<file path="src/rtl/posit_op_bridge_if.sv">
// Bus bundle between the HPS lightweight bridge, the posit bridge and the posit unit.
// slave = bridge side, master = the surrounding system (Avalon host plus unit).
interface posit_op_bridge_if #(
    parameter int WIDTH = 32,
    parameter int OP_W  = 2
);
    logic [2:0]       avs_address;
    logic             avs_write;
    logic [WIDTH-1:0] avs_writedata;
    logic             avs_read;
    logic [WIDTH-1:0] avs_readdata;
    logic [WIDTH-1:0] num1_export;
    logic [WIDTH-1:0] num2_export;
    logic [OP_W-1:0]  op_export;
    logic             req_valid;
    logic             req_ready;
    logic [WIDTH-1:0] result_export;
    logic             result_valid;

    modport slave (
        input  avs_address, avs_write, avs_writedata, avs_read,
        input  req_ready, result_export, result_valid,
        output avs_readdata, num1_export, num2_export, op_export, req_valid
    );

    modport master (
        output avs_address, avs_write, avs_writedata, avs_read,
        output req_ready, result_export, result_valid,
        input  avs_readdata, num1_export, num2_export, op_export, req_valid
    );
endinterface

</file>
<file path="src/rtl/posit_op_bridge.sv">
// Avalon-MM slave that queues posit operations to the arithmetic unit and
// collects results in order, with credit-based result capture.
module posit_op_bridge #(
    parameter int WIDTH = 32,
    parameter int OP_W  = 2,
    parameter int DEPTH = 8
) (
    input  logic               clk_clk,
    input  logic               reset_reset_n,
    posit_op_bridge_if.slave   bus
);
    localparam int AW = $clog2(DEPTH);
    localparam int PW = AW + 1;
    localparam logic [PW:0] CREDIT_MAX = (PW + 1)'(DEPTH);

    logic [WIDTH-1:0] num1_q, num2_q, rdata_q, rd_next;
    logic [WIDTH-1:0] cmd_a   [DEPTH];
    logic [WIDTH-1:0] cmd_b   [DEPTH];
    logic [OP_W-1:0]  cmd_op  [DEPTH];
    logic [WIDTH-1:0] res_mem [DEPTH];
    logic [PW-1:0]    cmd_wr, cmd_rd, res_wr, res_rd, inflight, res_count;
    logic [PW:0]      credit_sum;
    logic [2:0]       flags;      // {spur, unf, ovf}
    logic [2:0]       flag_set, flag_clr;
    logic [31:0]      done_count, status_word;
    logic             cmd_empty, cmd_full, res_empty;
    logic             issue, capture, spur_hit;
    logic             cmd_wr_req, cmd_push, res_rd_req, res_pop;

    assign cmd_empty  = (cmd_wr == cmd_rd);
    assign cmd_full   = (cmd_wr[AW] != cmd_rd[AW]) && (cmd_wr[AW-1:0] == cmd_rd[AW-1:0]);
    assign res_empty  = (res_wr == res_rd);
    assign res_count  = res_wr - res_rd;
    assign credit_sum = {1'b0, inflight} + {1'b0, res_count};

    // In-flight plus buffered results never exceed DEPTH, so a capture always has room.
    assign bus.req_valid   = !cmd_empty && (credit_sum < CREDIT_MAX);
    assign bus.num1_export = cmd_empty ? '0 : cmd_a[cmd_rd[AW-1:0]];
    assign bus.num2_export = cmd_empty ? '0 : cmd_b[cmd_rd[AW-1:0]];
    assign bus.op_export   = cmd_empty ? '0 : cmd_op[cmd_rd[AW-1:0]];
    assign bus.avs_readdata = rdata_q;

    assign issue      = bus.req_valid && bus.req_ready;
    assign capture    = bus.result_valid && (inflight != '0);
    assign spur_hit   = bus.result_valid && (inflight == '0);
    // A slot freed by this cycle's issue can take a push on a full FIFO.
    assign cmd_wr_req = bus.avs_write && (bus.avs_address == 3'd2);
    assign cmd_push   = cmd_wr_req && (!cmd_full || issue);
    assign res_rd_req = bus.avs_read && (bus.avs_address == 3'd3);
    assign res_pop    = res_rd_req && !res_empty;
    assign flag_set   = {spur_hit, res_rd_req && res_empty, cmd_wr_req && !cmd_push};
    assign flag_clr   = (bus.avs_write && (bus.avs_address == 3'd4)) ? bus.avs_writedata[6:4] : 3'b000;

    always_comb begin
        status_word        = 32'd0;
        status_word[0]     = cmd_full;
        status_word[1]     = cmd_empty;
        status_word[2]     = res_empty;
        status_word[3]     = (inflight != '0);
        status_word[6:4]   = flags;
        status_word[15:8]  = 8'(res_count);
        rd_next = '0;
        case (bus.avs_address)
            3'd0:    rd_next = num1_q;
            3'd1:    rd_next = num2_q;
            3'd3:    rd_next = res_empty ? '0 : res_mem[res_rd[AW-1:0]];
            3'd4:    rd_next = WIDTH'(status_word);
            3'd5:    rd_next = WIDTH'(done_count);
            default: rd_next = '0;
        endcase
    end

    always_ff @(posedge clk_clk) begin
        if (!reset_reset_n) begin
            num1_q     <= '0;
            num2_q     <= '0;
            rdata_q    <= '0;
            cmd_wr     <= '0;
            cmd_rd     <= '0;
            res_wr     <= '0;
            res_rd     <= '0;
            inflight   <= '0;
            flags      <= '0;
            done_count <= '0;
        end else begin
            if (bus.avs_write && (bus.avs_address == 3'd0)) num1_q <= bus.avs_writedata;
            if (bus.avs_write && (bus.avs_address == 3'd1)) num2_q <= bus.avs_writedata;
            rdata_q <= bus.avs_read ? rd_next : '0;
            if (cmd_push) cmd_wr <= cmd_wr + PW'(1);
            if (issue)    cmd_rd <= cmd_rd + PW'(1);
            if (capture)  res_wr <= res_wr + PW'(1);
            if (res_pop)  res_rd <= res_rd + PW'(1);
            if (issue && !capture)      inflight <= inflight + PW'(1);
            else if (!issue && capture) inflight <= inflight - PW'(1);
            done_count <= done_count + 32'(capture);
            flags      <= (flags & ~flag_clr) | flag_set;
        end
    end

    // Storage needs no reset: empty FIFOs mask their contents at every output.
    always_ff @(posedge clk_clk) begin
        if (cmd_push) begin
            cmd_a[cmd_wr[AW-1:0]]  <= num1_q;
            cmd_b[cmd_wr[AW-1:0]]  <= num2_q;
            cmd_op[cmd_wr[AW-1:0]] <= bus.avs_writedata[OP_W-1:0];
        end
        if (capture) res_mem[res_wr[AW-1:0]] <= bus.result_export;
    end
endmodule

</file>
<file path="src/flat_wrapper.sv">
// flat-port wrapper written by rule: the top's interface ports become plain ports
module posit_op_bridge_flat 
#(
    parameter int WIDTH = 32,
    parameter int OP_W  = 2,
    parameter int DEPTH = 8
)
  (clk_clk, reset_reset_n, bus_avs_address, bus_avs_write, bus_avs_writedata, bus_avs_read, bus_req_ready, bus_result_export, bus_result_valid, bus_avs_readdata, bus_num1_export, bus_num2_export, bus_op_export, bus_req_valid);
  posit_op_bridge_if #(.WIDTH(WIDTH), .OP_W(OP_W)) bus_i ();
  input  logic clk_clk;
  input  logic reset_reset_n;
  input wire logic [$bits(bus_i.avs_address)-1:0] bus_avs_address;
  input wire logic [$bits(bus_i.avs_write)-1:0] bus_avs_write;
  input wire logic [$bits(bus_i.avs_writedata)-1:0] bus_avs_writedata;
  input wire logic [$bits(bus_i.avs_read)-1:0] bus_avs_read;
  input wire logic [$bits(bus_i.req_ready)-1:0] bus_req_ready;
  input wire logic [$bits(bus_i.result_export)-1:0] bus_result_export;
  input wire logic [$bits(bus_i.result_valid)-1:0] bus_result_valid;
  output wire logic [$bits(bus_i.avs_readdata)-1:0] bus_avs_readdata;
  output wire logic [$bits(bus_i.num1_export)-1:0] bus_num1_export;
  output wire logic [$bits(bus_i.num2_export)-1:0] bus_num2_export;
  output wire logic [$bits(bus_i.op_export)-1:0] bus_op_export;
  output wire logic [$bits(bus_i.req_valid)-1:0] bus_req_valid;
  assign bus_i.avs_address = bus_avs_address;
  assign bus_i.avs_write = bus_avs_write;
  assign bus_i.avs_writedata = bus_avs_writedata;
  assign bus_i.avs_read = bus_avs_read;
  assign bus_i.req_ready = bus_req_ready;
  assign bus_i.result_export = bus_result_export;
  assign bus_i.result_valid = bus_result_valid;
  assign bus_avs_readdata = bus_i.avs_readdata;
  assign bus_num1_export = bus_i.num1_export;
  assign bus_num2_export = bus_i.num2_export;
  assign bus_op_export = bus_i.op_export;
  assign bus_req_valid = bus_i.req_valid;
  posit_op_bridge #(.WIDTH(WIDTH), .OP_W(OP_W), .DEPTH(DEPTH)) u_core (.clk_clk(clk_clk), .reset_reset_n(reset_reset_n), .bus(bus_i));
endmodule
</file>
<file path="config.mk">
export PLATFORM = sky130hd
export DESIGN_NAME = posit_op_bridge_flat
export DESIGN_NICKNAME = d
export VERILOG_FILES = /design/src/rtl/posit_op_bridge_if.sv /design/src/rtl/posit_op_bridge.sv /design/src/flat_wrapper.sv
export SDC_FILE = /design/constraint.sdc
export NUM_CORES = 1
export LEC_CHECK = 0
export CAP_MARGIN = 20
export CORE_UTILIZATION = 28
export CTS_CLUSTER_DIAMETER = 50
export DETAILED_ROUTE_END_ITERATION = 16
export GPL_TIMING_DRIVEN = 0
export HOLD_SLACK_MARGIN = 0.08
export PLACE_DENSITY_LB_ADDON = 0.3
export SYNTH_ARGS = -nofsm -noshare
export SYNTH_HDL_FRONTEND = slang
export SYNTH_SLANG_ARGS = --single-unit
</file>
<file path="constraint.sdc">
create_clock -name clk_clk -period 7.5 [get_ports clk_clk]
set_input_delay 2.25 -clock clk_clk [delete_from_list [all_inputs] [get_ports clk_clk]]
set_output_delay 2.25 -clock clk_clk [all_outputs]
set_load 0.03 [all_outputs]
</file>
-- Word level (Yosys, flattened, before mapping)
Memories as Yosys holds them, arrays and structs flattened. A register that Yosys moved wholly into a read port is not among the register bits.
Index checks and enable logic that the tools add are counted.
- register bits after elaboration: 151
- memory bits (writable): 784
- bits of input ports: 73
- output and inout bits: 99
- word-level logic and storage cells: 84
- memories: 4
- memories (name ; depth ; width ; read ports ; clocked after Yosys merged registers in ; wr ports ; line ; text):
    u_core.cmd_a ; 8 ; 32 ; 1 ; 1 ; 1 ; posit_op_bridge.sv:17 ; logic [WIDTH-1:0] cmd_a [DEPTH];
    u_core.cmd_b ; 8 ; 32 ; 1 ; 1 ; 1 ; posit_op_bridge.sv:18 ; logic [WIDTH-1:0] cmd_b [DEPTH];
    u_core.res_mem ; 8 ; 32 ; 1 ; 1 ; 1 ; posit_op_bridge.sv:20 ; logic [WIDTH-1:0] res_mem [DEPTH];
    u_core.cmd_op ; 8 ; 2 ; 1 ; 1 ; 1 ; posit_op_bridge.sv:19 ; logic [OP_W-1:0] cmd_op [DEPTH];
- add/subtract/negate cells: 9
- $lt $le $gt $ge: 1
- equality and inequality tests: 9
- multiplexer cells: 20
- bitwise logic cells: 3
- reduce and logical (&&, ||, !) cells: 28
- operator list (operator ; number):
    32-bit case mux with 5 select lines ; 1
    32-bit two-way mux ; 3
    32-bit by 1-bit adder with 32-bit output ; 1
    3-bit two-way mux ; 9
    4-bit by 1-bit adder with 4-bit output, second input constant ; 5
    1-bit logical AND ; 16
    4-bit == test ; 2
    4-bit two-way mux ; 2
    3-bit by 2-bit == test with 1-bit output, second input constant ; 2
    3-bit == test, second input constant ; 2
    1-bit zero test ; 6
    4-bit by 4-bit adder with 5-bit output ; 1
    5-bit by 4-bit less-than comparator with 1-bit output, second input constant ; 1
    4-bit zero test ; 1
    1-bit two-way mux ; 4
    4-bit nonzero test ; 1
    4-bit by 1-bit subtractor with 4-bit output, second input constant ; 1
    4-bit subtractor ; 1
    3-bit bitwise AND ; 1
    3-bit by 1-bit == test with 1-bit output, second input constant ; 1
    3-bit == test ; 1
    3-bit zero test ; 1
    3-bit NOT ; 1
    3-bit bitwise OR ; 1
    other kinds (5) ; 5

-- Longest topological paths before layout
- depth after elaboration: 10
- mapped depth: 17

-- Worst setup path before layout
No wires, ideal clock.
- path type: input port to flip-flop
- start point: in bus_avs_address[2]
- end point: mem u_core.cmd_a[7][0], enable pin
- library setup time: 0.515 ns
- arrival time: 6.106 ns
- required time: 6.985 ns
- slack: 0.879 ns
- cell stages on the path: 4
- path buffers: 1
- path through: buf_2 -> and4bb_2 -> nand4_1 -> a21oi_1
- longest elaborated chain between the ends: 5
- ends and longest elaborated chain (element ; line ; text):
    start: declaration ; flat_wrapper.sv:12 ; input wire logic [$bits(bus_i.avs_address)-1:0] bus_avs_address;
    3-bit by 2-bit == test with 1-bit output ; posit_op_bridge.sv:47 ; assign cmd_wr_req = bus.avs_write && (bus.avs_address == 3'd2);
    1-bit logical AND ; posit_op_bridge.sv:47 ;
    1-bit logical AND ; posit_op_bridge.sv:48 ; assign cmd_push = cmd_wr_req && (!cmd_full || issue);
    1-bit two-way mux ; posit_op_bridge.sv:102 ; if (cmd_push) begin
    1-bit two-way mux (not written as such) ; posit_op_bridge.sv:103 ; cmd_a[cmd_wr[AW-1:0]] <= num1_q;
    end: declaration ; posit_op_bridge.sv:17 ;
No other way between the ends.

-- Worst setup path after layout
- start point: reg u_core.res_wr[0]
- end point: out bus_req_valid
- longest elaborated chain between the ends: 4
- ends and longest elaborated chain (element ; line ; text):
    start: declaration ; posit_op_bridge.sv:21 ; logic [PW-1:0] cmd_wr, cmd_rd, res_wr, res_rd, inflight, res_count;
    start signal: assignment ; posit_op_bridge.sv:91 ; if (capture) res_wr <= res_wr + PW'(1);
    4-bit subtractor ; posit_op_bridge.sv:33 ; assign res_count = res_wr - res_rd;
    4-bit by 4-bit adder with 5-bit output ; posit_op_bridge.sv:34 ; assign credit_sum = {1'b0, inflight} + {1'b0, res_count};
    5-bit by 4-bit less-than comparator with 1-bit output ; posit_op_bridge.sv:37 ; assign bus.req_valid = !cmd_empty && (credit_sum < CREDIT_MAX);
    1-bit logical AND ; posit_op_bridge.sv:37 ;
    end: declaration ; flat_wrapper.sv:23 ; output wire logic [$bits(bus_i.req_valid)-1:0] bus_req_valid;
No other way between the ends.

==> results.txt <==
The flow ran to the end, and the final reports show no timing, DRC or antenna violations. For the pin with the worst max-slew slack, the measured transition is 1.23 ns. For the worst setup path, the data required time is 5.25 ns. Registers take 0.0267 mm^2.

The count of buffers inserted at the top-level ports is 170, and the number of fillers in the final layout is 12,296. Max-cap violations in this run came to 0. The worst setup path is of the flop to output port kind. Of all nets on the critical path, the largest fanout is 7. The slowest stage of the critical path belongs to the cell clkdlybuf4s50_1. The tools report the worst-case setup slack after placement as 1.95 ns.

For this block, the initial DRC count from the detailed router was 1,891. The H-tree was split into 3 levels. Cell type group with the largest total delay on the critical path: buffers and inverters.

The run gives 17.7% as the worst slew margin relative to its limit. Number of warnings printed during yosys synthesis: 0. The signal on the critical path passes through clkbuf_1 -> inv_1 -> ha_1 -> nand3b_1 -> a21oi_1 -> nor2b_1 -> ha_1 -> nor3_1 -> nand3_1 -> nor2_1 -> clkdlybuf4s50_1.

The buffer and inverter count on the worst path is 3. Each instance of the synthesized netlist takes up on average 18.0 um^2. Synthesis inferred 941 register bits. The post-place instance area came out at 0.0412 mm^2. For the number of global-route vias before repair, the log shows 20,309. The tools report the cell at the root of the clock tree as clkbuf_16. The synthesized netlist occupies a cell area of 0.0365 mm^2.

Predominant post-synthesis flop cell: edfxtp_1. The worst endpoint data arrival time was 3.98 ns; the row count was 132. TritonCTS built the clock tree. The gate count after technology mapping was 2,029. The kind of launch point of the worst setup path is a flop. By count the netlist is led by 784 x edfxtp_1, 204 x mux4_2, 165 x nand2_1, 157 x dfxtp_1, 133 x mux2i_1. Startpoint of the worst register-to-register path: u_core.res_wr[0]$_SDFFE_PN0P_. Sequential elements use 73.1% of the synthesized area. After clock tree synthesis, the clock-pin slew on the worst setup and hold paths is 0.06 ns.

Summed over all layers, the global routing overflow is 0. Latest clock arrival within the worst-skew pair: 0.68 ns. The achievable frequency came out at 0.161 GHz.

The number of setup buffers added after CTS is 0. The run gives 0 as the number of failing hold endpoints at the final stage. After detailed routing, the number of vias per cell comes to 4.76. Entering global routing, the biggest net connects 42 pins.

For the final-report setup violation count, the log shows 0. The critical path's most frequent cell was ha_1. The number of flops mapped to enable cells by yosys was 784. The clock passes through at most 3 buffers. The cell type with the highest aggregate area in the netlist is edfxtp_1. The number of nets in the synthesized netlist is 2,119. The global-route usage over all layers is 15.1%, and the largest stage delay on the critical path is 0.73 ns. The length of the first detailed-routing pass in iterations is 5, and the total power density per cell area is 271 mW/mm^2.

The largest voltage drop on the vdd net was 0.234 mV; the wire length of the first global-routing pass was 144 mm. Buffers inserted during clock tree synthesis total 104. Once the floorplan was initialized, standard cells occupied 28.2% of the core. The area share of the largest cell type after synthesis was 64.5%. The most critical setup path has its startpoint at u_core.res_wr[0]$_SDFFE_PN0P_. Across the routed clock network, the largest skew measured is 0.0219 ns. The clock sink count is 941. The multi-input logic area is 0.00934 mm^2, and the area growth from synthesis to layout is 22.4%.

Gates resized during post-CTS repair numbered 0. The tools report the net total in the final layout as 2,442. The vertical die dimension is 363 um. The final cycle utilization of the critical path is 83.1%. The count of nets left with antenna violations once routing finished came out at 0.

After floorplanning, the core was sized to cover 0.129 mm^2. Setup repair after global routing left no endpoint under its margin. The max-slew violation count is 0, and the final worst slack is 1.27 ns.

The run gives 13.8 nW as the reported leakage power. After detailed routing, the total wire length is 100 mm. The logs give 0.132 mm^2 for the area of the die and 0.0447 mm^2 for the final non-filler cell area.

Counting I/O delays and the setup requirement, the final critical path takes 6.23 ns. The initial antenna violation count is 15, and the sum of net half-perimeters after detailed placement is 68.9 mm. In the post-synthesis netlist, the biggest area contributors are edfxtp_1 64%, mux4_2 13%, dfxtp_1 8.6%.

The final weighted congestion in routability-driven placement came out at 0.830. The tools report the critical path capture point type as an output port. The tools report the number of I/O pins as 172.

In the final layout, the share of cells above drive strength 1 is 20.2%. The die width came out at 363 um. The path class of the lowest-slack min-delay path is flop to flop. The setup TNS was 0 ns; the number of buffers inserted for hold repair after clock tree synthesis was 0. In this run the most critical hold path is launched from u_core.done_count[31]$_SDFF_PN0_. In the post-synthesis netlist, the cell with the most instances is edfxtp_1. The tools report the unique cell type count in the Yosys netlist as 60.

The async set-or-reset flop fraction in the synthesized netlist is 0%, and the average wire per cell in the routed design is 24.0 um. The run gives 19,932 as the vias after detailed routing. For this run, design rule violations remaining after detail routing come to 0.
placed cells by master (no fill, tap or decap), types with 78 or more instances in the layout:
cell,instances
a21oi_1,115
clkbuf_1,78
clkbuf_16,106
clkdlybuf4s50_1,170
dfxtp_1,157
edfxtp_1,784
mux2i_1,133
mux4_2,204
nand2_1,165
nor2_1,119
kinds of logic after synthesis:
group / after synthesis / share of synthesized area, %
AO/OA/AOI/OAI: 184 / 2.85
AND/OR/NAND/NOR: 392 / 5.06
adder cells (fa/ha/maj): 17 / 0.623
buffers and inverters: 135 / 1.61
flip-flops: 941 / 73.1
XOR/XNOR: 23 / 0.572
multiplexers: 337 / 16.2
tightest hold or removal path, cell delays in order, from the launching register on:
cell and delay, ns:
dfxtp_1 0.32, nand2_1 0.06, mux2i_1 0.06
layer usage:
layer	routed length, um	GRT usage, %	vias up
met2	47600	24.3	690
li1	-	-	8702
met5	110	0	-
met3	7890	3.76	129
met1	43500	20.6	10393
met4	1430	2.96	18
state kept, by name, summed over array words and instances (netlist names), 16 cells and up, named ones only:
name / cells
u_core.cmd_a: 256
u_core.cmd_b: 256
u_core.res_mem: 256
u_core.cmd_op: 16
u_core.done_count: 32
u_core.num1_q: 32
u_core.bus.avs_readdata: 32
u_core.num2_q: 32
area by class of cell:
cell class                      instances  area share, %
Sequential cell                       941           59.7
Multi-Input combinational cell        953           20.9
Clock buffer                          127           6.15
Timing Repair Buffer                  217           5.30
Tap cell                             1742           4.88
Clock inverter                         70           1.77
Buffer                                121           1.20
Inverter                               14          0.118
Antenna cell                            2         0.0112
worst paths after layout:
| path | to | slack, ns | cells past startpoint |
|---|---|---|---|
| worst max register to register | u_core.cmd_a[6][20]$_DFFE_PP_ | 2.87 | 12 |
| worst min-delay path | u_core.done_count[31]$_SDFF_PN0_ | 0.48 | 2 |
| worst min register to register | u_core.done_count[31]$_SDFF_PN0_ | 0.48 | 2 |
| worst max-delay path | bus_req_valid | 1.27 | 11 |
power by group:
part,switching (mW),internal (mW),total (mW)
registers,0.0694,5.78,5.84
clock network,2.15,3.06,5.21
logic,0.602,0.435,1.04
total,2.82,9.27,12.1
through the flow:
stage               cells  power, mW  utilization [%]  hold slack (ns)
CTS                  4185       12.2             34.5            0.476
detailed placement   3988       7.01             31.8            0.470
global placement     3941       6.95             31.2            0.456
floorplan            2029       6.54                -            0.429
global route         4185       12.5             34.5            0.495
finish               4187       12.1             34.5            0.481
(Power assumes the default switching activity.)
